$ cat src/rtl/intersection_phase_scheduler_if.sv
// Request and lamp bundle between the intersection controller and its environment.
// The master side drives the time base and requests; the slave side is the scheduler.
interface intersection_phase_scheduler_if;
    logic       tick;
    logic       ew_req;
    logic       ped_req;
    logic       ns_red;
    logic       ns_yellow;
    logic       ns_green;
    logic       ew_red;
    logic       ew_yellow;
    logic       ew_green;
    logic       walk;
    logic       ped_pending;
    logic [2:0] phase;

    modport master (
        output tick, ew_req, ped_req,
        input  ns_red, ns_yellow, ns_green, ew_red, ew_yellow, ew_green,
        input  walk, ped_pending, phase
    );

    modport slave (
        input  tick, ew_req, ped_req,
        output ns_red, ns_yellow, ns_green, ew_red, ew_yellow, ew_green,
        output walk, ped_pending, phase
    );
endinterface

$ cat src/rtl/intersection_phase_scheduler.sv
// Two-road intersection scheduler with pedestrian phase; NS is the resting phase.
// All durations count external ticks, and the lamps are a pure decode of the phase register.
module intersection_phase_scheduler #(
    parameter int CW          = 8,
    parameter int T_MIN_GREEN = 10,
    parameter int T_MAX_GREEN = 30,
    parameter int T_YELLOW    = 3,
    parameter int T_ALL_RED   = 2,
    parameter int T_WALK      = 8
) (
    input  logic                           clk,
    input  logic                           reset,
    intersection_phase_scheduler_if.slave  bus
);

    localparam logic [2:0] NS_GREEN  = 3'd0;
    localparam logic [2:0] NS_YELLOW = 3'd1;
    localparam logic [2:0] CLR1      = 3'd2;
    localparam logic [2:0] EW_GREEN  = 3'd3;
    localparam logic [2:0] EW_YELLOW = 3'd4;
    localparam logic [2:0] CLR2      = 3'd5;
    localparam logic [2:0] PED_WALK  = 3'd6;

    // Each threshold is the timer value seen on the tick that ends the interval.
    localparam logic [CW-1:0] TIMER_MAX      = '1;
    localparam logic [CW-1:0] MIN_GREEN_LAST = CW'(T_MIN_GREEN - 1);
    localparam logic [CW-1:0] MAX_GREEN_LAST = CW'(T_MAX_GREEN - 1);
    localparam logic [CW-1:0] YELLOW_LAST    = CW'(T_YELLOW - 1);
    localparam logic [CW-1:0] ALL_RED_LAST   = CW'(T_ALL_RED - 1);
    localparam logic [CW-1:0] WALK_LAST      = CW'(T_WALK - 1);

    logic [2:0]    phase_q, phase_d;
    logic [CW-1:0] timer_q, timer_d;
    logic          ped_pending_q, ped_pending_d;
    logic [6:0]    lamps;

    always_comb begin
        phase_d       = phase_q;
        timer_d       = timer_q;
        ped_pending_d = ped_pending_q | bus.ped_req;

        if (bus.tick && (timer_q != TIMER_MAX)) begin
            timer_d = timer_q + CW'(1);
        end

        case (phase_q)
            NS_GREEN: begin
                if (bus.tick && (bus.ew_req || ped_pending_q) && (timer_q >= MIN_GREEN_LAST)) begin
                    phase_d = NS_YELLOW;
                end
            end
            NS_YELLOW: begin
                if (bus.tick && (timer_q == YELLOW_LAST)) begin
                    phase_d = CLR1;
                end
            end
            CLR1: begin
                // Pedestrians take precedence; a vanished EW request falls back toward NS.
                if (bus.tick && (timer_q == ALL_RED_LAST)) begin
                    if (ped_pending_q) begin
                        phase_d = PED_WALK;
                    end else if (bus.ew_req) begin
                        phase_d = EW_GREEN;
                    end else begin
                        phase_d = CLR2;
                    end
                end
            end
            EW_GREEN: begin
                if (bus.tick && ((timer_q == MAX_GREEN_LAST) ||
                                 (!bus.ew_req && (timer_q >= MIN_GREEN_LAST)))) begin
                    phase_d = EW_YELLOW;
                end
            end
            EW_YELLOW: begin
                if (bus.tick && (timer_q == YELLOW_LAST)) begin
                    phase_d = CLR2;
                end
            end
            CLR2: begin
                if (bus.tick && (timer_q == ALL_RED_LAST)) begin
                    phase_d = NS_GREEN;
                end
            end
            PED_WALK: begin
                if (bus.tick && (timer_q == WALK_LAST)) begin
                    phase_d = CLR2;
                end
            end
            default: phase_d = CLR2;
        endcase

        if (phase_d != phase_q) begin
            timer_d = '0;
        end

        // Entering the walk serves every press latched so far, including one on this clock.
        if ((phase_d == PED_WALK) && (phase_q != PED_WALK)) begin
            ped_pending_d = 1'b0;
        end
    end

    always_ff @(posedge clk or posedge reset) begin
        if (reset) begin
            phase_q       <= CLR2;
            timer_q       <= '0;
            ped_pending_q <= 1'b0;
        end else begin
            phase_q       <= phase_d;
            timer_q       <= timer_d;
            ped_pending_q <= ped_pending_d;
        end
    end

    // Lamp order: ns_red, ns_yellow, ns_green, ew_red, ew_yellow, ew_green, walk.
    always_comb begin
        lamps = 7'b100_100_0;
        case (phase_q)
            NS_GREEN:  lamps = 7'b001_100_0;
            NS_YELLOW: lamps = 7'b010_100_0;
            EW_GREEN:  lamps = 7'b100_001_0;
            EW_YELLOW: lamps = 7'b100_010_0;
            PED_WALK:  lamps = 7'b100_100_1;
            default:   lamps = 7'b100_100_0;
        endcase
    end

    assign bus.ns_red      = lamps[6];
    assign bus.ns_yellow   = lamps[5];
    assign bus.ns_green    = lamps[4];
    assign bus.ew_red      = lamps[3];
    assign bus.ew_yellow   = lamps[2];
    assign bus.ew_green    = lamps[1];
    assign bus.walk        = lamps[0];
    assign bus.ped_pending = ped_pending_q;
    assign bus.phase       = phase_q;

endmodule

$ cat src/flat_wrapper.sv
// flat-port wrapper written by rule: the top's interface ports become plain ports
module intersection_phase_scheduler_flat 
#(
    parameter int CW          = 8,
    parameter int T_MIN_GREEN = 10,
    parameter int T_MAX_GREEN = 30,
    parameter int T_YELLOW    = 3,
    parameter int T_ALL_RED   = 2,
    parameter int T_WALK      = 8
)
  (clk, reset, bus_tick, bus_ew_req, bus_ped_req, bus_ns_red, bus_ns_yellow, bus_ns_green, bus_ew_red, bus_ew_yellow, bus_ew_green, bus_walk, bus_ped_pending, bus_phase);
  intersection_phase_scheduler_if bus_i ();
  input  logic clk;
  input  logic reset;
  input wire logic [$bits(bus_i.tick)-1:0] bus_tick;
  input wire logic [$bits(bus_i.ew_req)-1:0] bus_ew_req;
  input wire logic [$bits(bus_i.ped_req)-1:0] bus_ped_req;
  output wire logic [$bits(bus_i.ns_red)-1:0] bus_ns_red;
  output wire logic [$bits(bus_i.ns_yellow)-1:0] bus_ns_yellow;
  output wire logic [$bits(bus_i.ns_green)-1:0] bus_ns_green;
  output wire logic [$bits(bus_i.ew_red)-1:0] bus_ew_red;
  output wire logic [$bits(bus_i.ew_yellow)-1:0] bus_ew_yellow;
  output wire logic [$bits(bus_i.ew_green)-1:0] bus_ew_green;
  output wire logic [$bits(bus_i.walk)-1:0] bus_walk;
  output wire logic [$bits(bus_i.ped_pending)-1:0] bus_ped_pending;
  output wire logic [$bits(bus_i.phase)-1:0] bus_phase;
  assign bus_i.tick = bus_tick;
  assign bus_i.ew_req = bus_ew_req;
  assign bus_i.ped_req = bus_ped_req;
  assign bus_ns_red = bus_i.ns_red;
  assign bus_ns_yellow = bus_i.ns_yellow;
  assign bus_ns_green = bus_i.ns_green;
  assign bus_ew_red = bus_i.ew_red;
  assign bus_ew_yellow = bus_i.ew_yellow;
  assign bus_ew_green = bus_i.ew_green;
  assign bus_walk = bus_i.walk;
  assign bus_ped_pending = bus_i.ped_pending;
  assign bus_phase = bus_i.phase;
  intersection_phase_scheduler #(.CW(CW), .T_MIN_GREEN(T_MIN_GREEN), .T_MAX_GREEN(T_MAX_GREEN), .T_YELLOW(T_YELLOW), .T_ALL_RED(T_ALL_RED), .T_WALK(T_WALK)) u_core (.clk(clk), .reset(reset), .bus(bus_i));
endmodule
$ cat config.mk
export PLATFORM = sky130hd
export DESIGN_NAME = intersection_phase_scheduler_flat
export DESIGN_NICKNAME = d
export VERILOG_FILES = /design/src/rtl/intersection_phase_scheduler_if.sv /design/src/rtl/intersection_phase_scheduler.sv /design/src/flat_wrapper.sv
export SDC_FILE = /design/constraint.sdc
export NUM_CORES = 1
export LEC_CHECK = 0
export BUFFER_PORTS_ARGS = -buffer_cell sky130_fd_sc_hd__buf_2
export CAP_MARGIN = 15
export CORE_ASPECT_RATIO = 1.25
export CORE_MARGIN = 2
export CORE_UTILIZATION = 60
export DETAILED_ROUTE_END_ITERATION = 10
export PLACE_DENSITY = 0.83
export SYNTH_ARGS = -nofsm -noshare
export SYNTH_HDL_FRONTEND = slang
export SYNTH_SLANG_ARGS = --single-unit
$ cat constraint.sdc
create_clock -name clk -period 3.95 [get_ports clk]
set_input_delay 0.79 -clock clk [delete_from_list [all_inputs] [get_ports clk]]
set_output_delay 0.79 -clock clk [all_outputs]
set_load 0.05 [all_outputs]
==> results.yml <==
run_status:
  outcome: "complete, no violations"
power:
  p_leak_nw: 0.5022
  power_density_nw_per_um2: 810.7
  ir_drop_v: 0.0004389
floorplanning:
  core_area_um2: 1723
  die_w_um: 42.01
  dieArea_um2: 2164
  ios: 16
  rows: 17
  die-height_um: 51.51
  start_util_pct: 62.89
grt:
  gr-total-overflow: 0
  first_global_vias: 1002
  grt_pass1_wl_um: 4505
  grt_max_degree: 19
  groute.usage.overall_pct: 27.95
  antenna_found_initial: 0
critical_path:
  crit_type: "flip-flop to output port"
  endpoint_kind: "output port"
  r2r-end: "u_core.timer_q[7]$_DFFE_PP0P_"
  reg2reg_setup_slack_ps: 1700
  path_cells: "nor3b_1 -> buf_2"
  worst_path_max_delay_cell: "dfstp_2"
  worst-r2r-cell-count: 7
  path_delay_family: "flip-flops"
  crit_required_ps: 3160
  critPathMaxStageDelay_ps: 700
  r2r_start: "u_core.timer_q[0]$_DFFE_PP0P_"
  critPathMaxFanout: 16
  crit_buf_inv: 1
  cp_data_arrival_time_ps: 1720
  worstSetupStartpointType: "flip-flop"
cts:
  htree_num_levels: 1
  cts.sinks: 12
  numCtsBuffers: 3
  clk_pin_slew_ps: 70
  insertion_delay_ps: 280
  cts_root_buffer: "clkbuf_4"
  cts.path.max_buffers: 2
  cts_tree: "built"
  cts_hold_buffers: 0
  postCtsSetupRepairBufs: 0
  post_cts_resized: 0
synth:
  synth_top_cell_by_area: "dfrtp_1"
  synth_top_family_by_area: "simple AND/OR/NAND/NOR gates"
  netlist_area_um2: 1084
  synthAdderAreaFrac_pct: 4.619
  synth_fp_nets: 139
  ys_ff_latch: 12
  synth_warnings: 0
  synth_edf_count: 0
  ys.flop_type: "dfrtp_1"
  synth_xor_area_share_pct: 4.042
  ys_top_cells_by_area: "dfrtp_1 23%, dfstp_2 4.8%, ha_1 4.6%"
  synth-seq-area-share_pct: 27.94
  synth-simple-area-share_pct: 34.99
  syn-instance-count: 130
  synth.avg_cell_area_um2: 8.335
  synth-compound-area-share_pct: 21.25
  synth-async-reset-ratio_pct: 100.0
  ys_types: 50
  yosysTopAreaCellShare_pct: 23.09
  synthMuxAreaShare_pct: 0.9238
hold_path:
  hold_class: "primary input to asynchronous set/reset pin"
layout:
  final_cell_area_um2: 1185
  fillCellCount: 132
  fin_nets: 152
  layout_commonest_cell: "buf_2"
  num_antenna_cells: 0
  syn2layout_area_growth_pct: 9.354
  drive_gt1_share_pct: 24.65
  final_cell_mix: "15 x buf_2, 12 x nand2_1, 10 x dfrtp_1"
route:
  wl_per_cell_um: 16.32
  dr_total_vias: 1078
  viasPerCell: 6.696
  wirelength_um: 2627
  drc: 0
  drt_first_pass_iters: 4
  ant_nets: 0
  drt_iter0_drc: 30
placed_design:
  placed_area_um2: 1149
  gp_congestion: 0.9514
  port_buffers: 15
  hpwlAfterDp_um: 1995
  post-place-ws_ps: 1647
timing:
  worst_slack_ps: 1443
  skew_ps: 2.646
  finalHoldViolCount: 0
  period_share_pct: 63.48
  fmax_mhz: 398.8
  tns_ps: 0
  final.min_clock_period_ps: 2507
  rsz0062_at_grt: "no"
  setup_viol: 0
  slew_headroom_pct: 52.72
  worstMarginPinSlew_ps: 703.3
  maxSlewViolCount: 0
flow_run:
  maxCapViolCount: 0
## synthesized netlist by cell type, drive strengths merged, types with 2 or more instances
cell     instances
a21oi            7
and3             2
and4             2
clkbuf           6
dfrtp           10
dfstp            2
ha               4
inv              9
nand2           12
nand2b           3
nand3            6
nand4            5
nor2             7
nor2b            3
nor3             6
nor3b            3
o2111ai          2
o21a             2
o21ai            6
o31ai            2
or4b             4
xnor2            3
xor2             2
## logic make-up (layout without fill, tap and decap cells)
family	after synthesis	after routing
AO/OA/AOI/OAI	32	32
XOR/XNOR	5	5
buffers and inverters	16	28
flip-flops	12	12
adder cells (fa/ha/maj)	4	4
AND/OR/NAND/NOR	60	60
multiplexers	1	1
## how the worst max path moves through the flow
stage	startpoint	end	slack, ps	cells after the start
after CTS	u_core.bus.phase[0]$_DFF_PP1_	bus_ns_yellow	1490	2
after detailed placement	bus_tick	u_core.timer_q[7]$_DFFE_PP0P_	1650	6
final	u_core.bus.phase[0]$_DFF_PP1_	bus_ns_yellow	1440	2
after global routing	u_core.bus.phase[1]$_DFF_PP0_	bus_ew_green	1400	3
after global placement	bus_tick	u_core.timer_q[4]$_DFFE_PP0P_	1710	6
after floorplan	u_core.bus.phase[1]$_DFF_PP0_	bus_ew_red	780	4
## metal layers
| layer | vias up | part of all wire, % | GRT usage, % |
|---|---|---|---|
| met5 | - | 0 | 0 |
| li1 | 516 | - | - |
| met3 | 9 | 5.9 | 6.250 |
| met1 | 512 | 41 | 31.78 |
| met2 | 41 | 51 | 48.70 |
| met4 | 0 | 2.5 | 15.10 |
## registers in the layout (all words and copies together), names as in the netlist
register                cells
u_core.bus.ped_pending      1
u_core.bus.phase            3
u_core.timer_q              8
## worst register-to-register path, stage by stage (launching register included)
cell       delay [ps]
dfrtp_1           430
inv_1             100
ha_1              180
or3b_2            440
a2111oi_0         550
a21oi_1           110
nand3_1           210
nor3_1            100
## report_power, final
part	leakage (nW)	internal, mW	switching (mW)
combinational	0.331	0.189	0.397
clock	0.0210	0.0561	0.0401
sequential	0.150	0.171	0.107
total	0.502	0.416	0.544
## stage by stage
step / std cells / hold WS (ps) / total power [mW] / utilization, %
CTS: 161 / 505.3 / 0.9560 / 68.77
detailed placement: 157 / 630.3 / 0.8585 / 66.67
global placement: 157 / 612.3 / 0.8444 / 66.67
global route: 161 / 548.4 / 1.026 / 68.77
finish: 161 / 500.1 / 0.9606 / 68.77
floorplan: 130 / 601.7 / 0.7248 / -
## final cells by class
class	instances	area, µm²	share of cell area [%]
inverter	9	33.78	2.851
sequential	12	302.8	25.55
clock buffer	4	36.28	3.062
tap	19	23.77	2.006
multi-input combinational	102	713.2	60.19
timing repair buffer	15	75.07	6.336
Note: power is estimated with default switching activity, not from simulation.
